$ cat src/rtl/s2p_deser.sv
// s2p_deser: serial-to-parallel word assembler with flush, idle-timeout abort, optional even parity (S2P_PARITY_EN).
// Latency: dout/dout_vld one cycle after the last frame bit is sampled.
// Backpressure: none; every sin_vld bit is consumed, flush and idle timeout drop a partial frame.
module s2p_deser #(
  parameter int DATA_W    = 8,
  parameter bit LSB_FIRST = 1'b1,
  parameter int TIMEOUT   = 16
) (
  input  logic              clk,
  input  logic              rst_n,
  input  logic              sin,
  input  logic              sin_vld,
  input  logic              flush,
  output logic [DATA_W-1:0] dout,
  output logic              dout_vld,
  output logic              busy,
  output logic              frame_err
`ifdef S2P_PARITY_EN
  ,
  output logic              par_err
`endif
);

`ifdef S2P_PARITY_EN
  localparam int FRAME_BITS = DATA_W + 1;
`else
  localparam int FRAME_BITS = DATA_W;
`endif
  localparam int CW = $clog2(FRAME_BITS + 1);
  localparam int IW = (TIMEOUT > 1) ? $clog2(TIMEOUT) : 1;
  localparam logic [CW-1:0] LAST_BIT  = CW'(FRAME_BITS - 1);
  localparam logic [IW-1:0] IDLE_LAST = IW'((TIMEOUT > 0) ? TIMEOUT - 1 : 0);

  typedef enum logic {IDLE, RECV} state_t;

  state_t            state;
  logic [CW-1:0]     cnt;
  logic [IW-1:0]     idle_cnt;
  logic [DATA_W-1:0] shift;
  logic [DATA_W-1:0] shift_nxt;

  // Shifting toward the far end means the first bit lands at its final position after DATA_W bits.
  always_comb begin
    shift_nxt = '0;
    if (LSB_FIRST)
      shift_nxt = (shift >> 1) | (DATA_W'(sin) << (DATA_W - 1));
    else
      shift_nxt = (shift << 1) | DATA_W'(sin);
  end

`ifdef S2P_PARITY_EN
  logic par_bad;
  assign par_bad = (^shift) ^ sin;
`endif

  always_ff @(posedge clk) begin
    if (!rst_n) begin
      state     <= IDLE;
      cnt       <= '0;
      idle_cnt  <= '0;
      shift     <= '0;
      dout      <= '0;
      dout_vld  <= 1'b0;
      busy      <= 1'b0;
      frame_err <= 1'b0;
`ifdef S2P_PARITY_EN
      par_err   <= 1'b0;
`endif
    end else begin
      dout_vld  <= 1'b0;
      frame_err <= 1'b0;
`ifdef S2P_PARITY_EN
      par_err   <= 1'b0;
`endif
      if (flush) begin
        state    <= IDLE;
        cnt      <= '0;
        idle_cnt <= '0;
        shift    <= '0;
        busy     <= 1'b0;
      end else if (sin_vld) begin
        idle_cnt <= '0;
        if (cnt == LAST_BIT) begin
          state    <= IDLE;
          cnt      <= '0;
          shift    <= '0;
          busy     <= 1'b0;
          dout_vld <= 1'b1;
`ifdef S2P_PARITY_EN
          // Final bit is parity; data is already complete in shift.
          dout     <= shift;
          par_err  <= par_bad;
`else
          dout     <= shift_nxt;
`endif
        end else begin
          state <= RECV;
          cnt   <= cnt + 1'b1;
          shift <= shift_nxt;
          busy  <= 1'b1;
        end
      end else if (TIMEOUT > 0 && state == RECV) begin
        if (idle_cnt == IDLE_LAST) begin
          state     <= IDLE;
          cnt       <= '0;
          idle_cnt  <= '0;
          shift     <= '0;
          busy      <= 1'b0;
          frame_err <= 1'b1;
        end else begin
          idle_cnt <= idle_cnt + 1'b1;
        end
      end
    end
  end

endmodule

$ cat config.mk
export PLATFORM = sky130hd
export DESIGN_NAME = s2p_deser
export DESIGN_NICKNAME = d
export VERILOG_FILES = /design/src/rtl/s2p_deser.sv
export SDC_FILE = /design/constraint.sdc
export NUM_CORES = 1
export LEC_CHECK = 0
export BUFFER_PORTS_ARGS = -buffer_cell sky130_fd_sc_hd__buf_2
export CAP_MARGIN = 40
export CORE_AREA = 2 2 49 51
export DETAILED_ROUTE_END_ITERATION = 10
export DIE_AREA = 0 0 51 53
export GPL_TIMING_DRIVEN = 0
export HOLD_SLACK_MARGIN = 0.12
export PLACE_DENSITY = 0.72
export SLEW_MARGIN = 20
export SYNTH_ARGS = -nofsm -noshare
export SYNTH_HDL_FRONTEND = slang
export SYNTH_SLANG_ARGS = --single-unit
$ cat constraint.sdc
create_clock -name clk -period 1.6 [get_ports clk]
set_input_delay 0.32 -clock clk [delete_from_list [all_inputs] [get_ports clk]]
set_output_delay 0.32 -clock clk [all_outputs]
set_load 0.05 [all_outputs]
==> results.cfg, run 1 <==
[synth]
syn-cell-area_um2 = 1090
synth_async_sr_flop_share = 0
syn-mean-instance-area_um2 = 10.2
seq_area_frac_synth = 0.494
synth_cell_type_count = 35
yosysTopAreaCellShare = 0.494
synth.area.top_cells = dfxtp_1 49%, a22o_2 6.4%, a21oi_1 5.0%, nand3_1 4.6%, o21ai_0 3.7%
synth_most_common_cell = dfxtp_1
synth_edf_count = 0
syn_nets = 114
synth_common_cells = 27 x dfxtp_1, 11 x a21oi_1, 10 x nand3_1
ys.flop_type = dfxtp_1
netlist_instances = 107
synth_top_cell_by_area = dfxtp_1
ys_ff_latch = 27
yosysWarnings = 0

[setup_path]
r2r_setup_slack_ns = 0.14
crit_family = flip-flops
critPathArrivalTime_ns = 1.69
max_stage_delay_ns = 0.42
crit_type = reg2reg
crit_chain = ha_1 > nand3b_1 > and3_1 > buf_4 > mux2_4
cp.depth = 5
path_buf_inv = 1
cp-startpoint = cnt[0]
cp.required_ns = 1.83
path_max_fanout = 10
crit_slowest_cell = dfxtp_1
r2r_cells = 5
critPathLaunchType = flop
rr_startpoint = cnt[0]
endpoint = cnt[0]
worstReg2RegEnd = cnt[0]
cp-end-kind = flop

[detailed_routing]
ant_nets = 0
vias = 849
drc_errors = 0
via_per_inst = 5.51
wl_um = 1930
drtPass1Iterations = 4
drt-wirelength-per-cell_um = 12.6
initialDrtViolationCount = 20

[outcome]
status = completed

[cells_and_area]
fin_cells = 154
n_antenna_cell = 0
layout-drive-gt1-share = 0.325
nets = 134
area_growth_pct = 13.0

[sta]
clock_skew_ns = 0.0128
slew_headroom = 0.838
fmax_mhz = 686
slew_viol_final = 0
worst_pin_slew_ns = 0.243
fin_crit_sh = 0.912
rsz0062_at_grt = no
hold_slack_ns = 0.209
min_period_ns = 1.46
worst_slack_ns = 0.142
fin_tns_setup_ns = 0
setup_viol = 0
hold_violations = 0

[global_routing]
grt_antenna_before_repair = 0
grt_pass1_vias = 708
grt_max_degree = 17
track_usage = 0.164
grt-ovfl-total = 0
grt_pass1_wl_um = 3220

[clocking]
cts-root-buf = clkbuf_4
cts_buffers = 3
cts.sinks = 27
ctsResizeCount = 0
cts_tree = yes
clkTransAtPathRegs_ns = 0.15
insertion_delay_ns = 0.33
cts_max_level = 1
cts_max_path_buffers = 2

[placed_design]
dp_slack_ns = 0.170
placed_cells = 149
gp_routability_congestion = 0.733
portBuffers = 14
dp_hpwl_um = 1400

[floorplanning]
die_h_um = 53
dieArea_um2 = 2700
die_width_um = 51
rows = 17
start_util = 0.509
io_pins = 16
core_area_um2 = 2150

[pwr]
max-vdd-ir-drop_mv = 0.554
pwr_density_cell_nw_per_um2 = 846
leakage_nw = 0.519

[run]
cap_violations = 0

[hold_path]
hp-class = in2reg
layout make-up:
class	instances	area, µm²
fillers	191	912
repair buffers	15	77.6
well taps	28	35.0
clock inverters	1	7.51
multi-input cells	72	502
inverters	2	7.51
flip-flops and latches	27	541
clock buffers	3	22.5
plain buffers	6	43.8
cells in the final DEF (no fill, tap or decap), drive strengths merged, types with 2 or more instances in the layout:
cell type	synthesis	layout
nand2b	2	2
nand3b	3	3
a21oi	11	11
nor2	5	5
nand4	2	2
nand2	4	4
and3	2	2
o21ai	8	8
nand3	10	10
clkbuf	0	3
and2	2	2
dfxtp	27	27
ha	2	2
a22o	7	7
buf	6	21
report_power, final:
part	internal (W)	switching [W]	total (W)	leakage [nW]
clock	0.0000958	0.000208	0.000303	0.0139
sequential	0.000678	0.00000375	0.000682	0.218
combinational	0.0000244	0.0000363	0.0000607	0.287
cells by family after synthesis:
| kind of cell | share of synthesized area |
|---|---|
| simple gates | 0.215 |
| compound gates | 0.182 |
| flops | 0.494 |
| buf+inv | 0.0469 |
| xor+xnor | 0.0160 |
| mux | 0.0229 |
| fa+ha+maj | 0.0229 |
worst min-delay path by stage:
| stage | end | cells past startpoint | slack (ns) | startpoint |
|---|---|---|---|---|
| after global routing | shift[7] | 2 | 0.19 | sin |
| after floorplan | dout[0] | 2 | 0.44 | shift[1] |
| after CTS | shift[7] | 2 | 0.20 | sin |
| final | shift[7] | 2 | 0.21 | sin |
| after detailed placement | busy | 1 | 0.45 | busy |
| after global placement | busy | 1 | 0.44 | busy |
stage by stage:
| stage | total power, W | util | cell area (µm²) |
|---|---|---|---|
| 2_1_floorplan | 0.000742 | - | 1090 |
| 3_3_place_gp | 0.000756 | 0.558 | 1200 |
| 3_5_place_dp | 0.000757 | 0.558 | 1200 |
| 4_1_cts | 0.00106 | 0.572 | 1230 |
| 5_1_grt | 0.00108 | 0.575 | 1240 |
| 6_report | 0.00105 | 0.575 | 1240 |
layer usage:
metal,vias to the layer above,track usage,routed length [µm]
met4,0,0.108,51
li1,423,-,-
met2,15,0.251,897
met3,5,0.0254,58
met5,-,0,0
met1,406,0.215,925
state kept, by name, indices dropped and copies added (netlist names):
signal	count
dout_vld	1
idle_cnt	4
frame_err	1
busy	1
shift	7
cnt	4
state	1
dout	8
what timing repair did:
action                                 CTS  global route
hold buffers                             0             0
endpoints found under the hold margin    0             0
buffers inserted                         0             1
setup endpoints to repair                0             1
Note: power is estimated with default switching activity, not from simulation.
==> run 2, diff against run 1 <==
==> constraint.sdc (replaced) <==
create_clock -name clk -period 1.6 [get_ports clk]
set_input_delay 0.16 -clock clk [delete_from_list [all_inputs] [get_ports clk]]
set_output_delay 0.16 -clock clk [all_outputs]
set_load 0.05 [all_outputs]
==> results.cfg, run 2 (synthesized netlist as in run 1, its figures left out) <==
[outcome]
status = completed

[cells_and_area]
nets = 136
area_growth_pct = 14.9
multi_input_area_um2 = 502
layout-drive-gt1-share = 0.320
regMostFlops = dout
final_cell_mix = 27 x dfxtp_1, 16 x buf_2, 11 x a21oi_1, 10 x nand3_1, 8 x o21ai_0
top_regs = dout x8, shift x7
nFillCells = 188
seq_area_um2 = 541
n_antenna_cell = 0
layout_commonest_cell = dfxtp_1
largest_reg_flops = 8

[clocking]
cts_max_path_buffers = 2
cts_max_level = 1
cts-root-buf = clkbuf_4
cts.sinks = 27
clkTransAtPathRegs_ns = 0.15
ctsResizeCount = 0
cts_tree = yes
cts_buffers = 3
insertion_delay_ns = 0.33

[sta]
slew_headroom = 0.838
worst_pin_slew_ns = 0.243
slew_viol_final = 0
min_period_ns = 1.46
fin_tns_setup_ns = 0
hold_violations = 0
fin_crit_sh = 0.911
setup_viol = 0
rsz0062_at_grt = no
fmax_mhz = 686
hold_slack_ns = 0.138
clock_skew_ns = 0.0128

[hold_path]
hold_depth = 3
hp-class = in2reg

[placed_design]
dp_hpwl_um = 1400
gp_routability_congestion = 0.733
portBuffers = 14

[setup_path]
cp.required_ns = 1.83
crit_family = flip-flops
cp.depth = 5
crit_chain = ha_1 > nand3b_1 > and3_1 > buf_4 > mux2_4
path_max_fanout = 10
crit_slowest_cell = dfxtp_1
critPathArrivalTime_ns = 1.69
path_buf_inv = 1
max_stage_delay_ns = 0.42
cp-end-kind = flop
critPathLaunchType = flop
crit_type = reg2reg
r2r_cells = 5
r2r_setup_slack_ns = 0.14

[detailed_routing]
wl_um = 1940
ant_nets = 0
drc_errors = 0
drtPass1Iterations = 4
drt-wirelength-per-cell_um = 12.4
vias = 864
via_per_inst = 5.54
initialDrtViolationCount = 20

[run]
cap_violations = 0

[pwr]
pwr_density_cell_nw_per_um2 = 836
leakage_nw = 0.527
finalPower_w = 0.00105
max-vdd-ir-drop_mv = 0.555

[global_routing]
track_usage = 0.166
grt_antenna_before_repair = 0
grt-ovfl-total = 0
grt_pass1_wl_um = 3250
grt_pass1_vias = 719
grt_max_degree = 17

[floorplanning]
io_pins = 16
start_util = 0.509
dieArea_um2 = 2700
core_area_um2 = 2150
rows = 17
die_h_um = 53
die_width_um = 51
==> run 2: worst min-delay path, delay by kind of cell <==
family          cells  cell delay, ns
buf+inv             1            0.12
compound gates      1            0.05
simple gates        1            0.11
==> run 2: final timing paths <==
kind / start / endpoint
max: cnt[0] / cnt[0]
min reg2reg: busy / busy
min: rst_n / cnt[2]
max reg2reg: cnt[0] / cnt[0]
==> run 2: final cells by class <==
type,instances,share of cell area
flip-flops and latches,27,0.430
multi-input cells,72,0.399
repair buffers,17,0.0777
plain buffers,6,0.0349
well taps,28,0.0279
clock buffers,3,0.0179
clock inverters,1,0.00598
inverters,2,0.00598
==> run 2: per-stage QoR <==
step	cells	instance area, µm²	utilization	setup slack, ns
floorplan	107	1090	-	0.274
global placement	149	1200	0.558	0.191
detailed placement	149	1200	0.558	0.170
CTS	155	1250	0.581	0.141
global route	156	1260	0.585	0.0534
finish	156	1260	0.585	0.142
==> run 2: repair_timing <==
item                                   in CTS  in global routing
setup buffers                               0                  1
endpoints found under the hold margin       3                  0
hold buffers                                2                  0
setup endpoints to repair                   0                  1
==> run 2: power breakdown <==
part / leakage (nW) / switching, W / internal [W] / total, W
Sequential: 0.218 / 0.00000375 / 0.000678 / 0.000682
Combinational: 0.295 / 0.0000369 / 0.0000276 / 0.0000645
Clock: 0.0139 / 0.000208 / 0.0000958 / 0.000303
Total: 0.527 / 0.000248 / 0.000802 / 0.00105
==> run 2: metal layers <==
layer / routed length [µm] / vias up / global-route usage
li1: - / 427 / -
met1: 923 / 415 / 0.215
met2: 903 / 17 / 0.255
met3: 60 / 5 / 0.0254
met4: 51 / 0 / 0.108
met5: 0 / - / 0
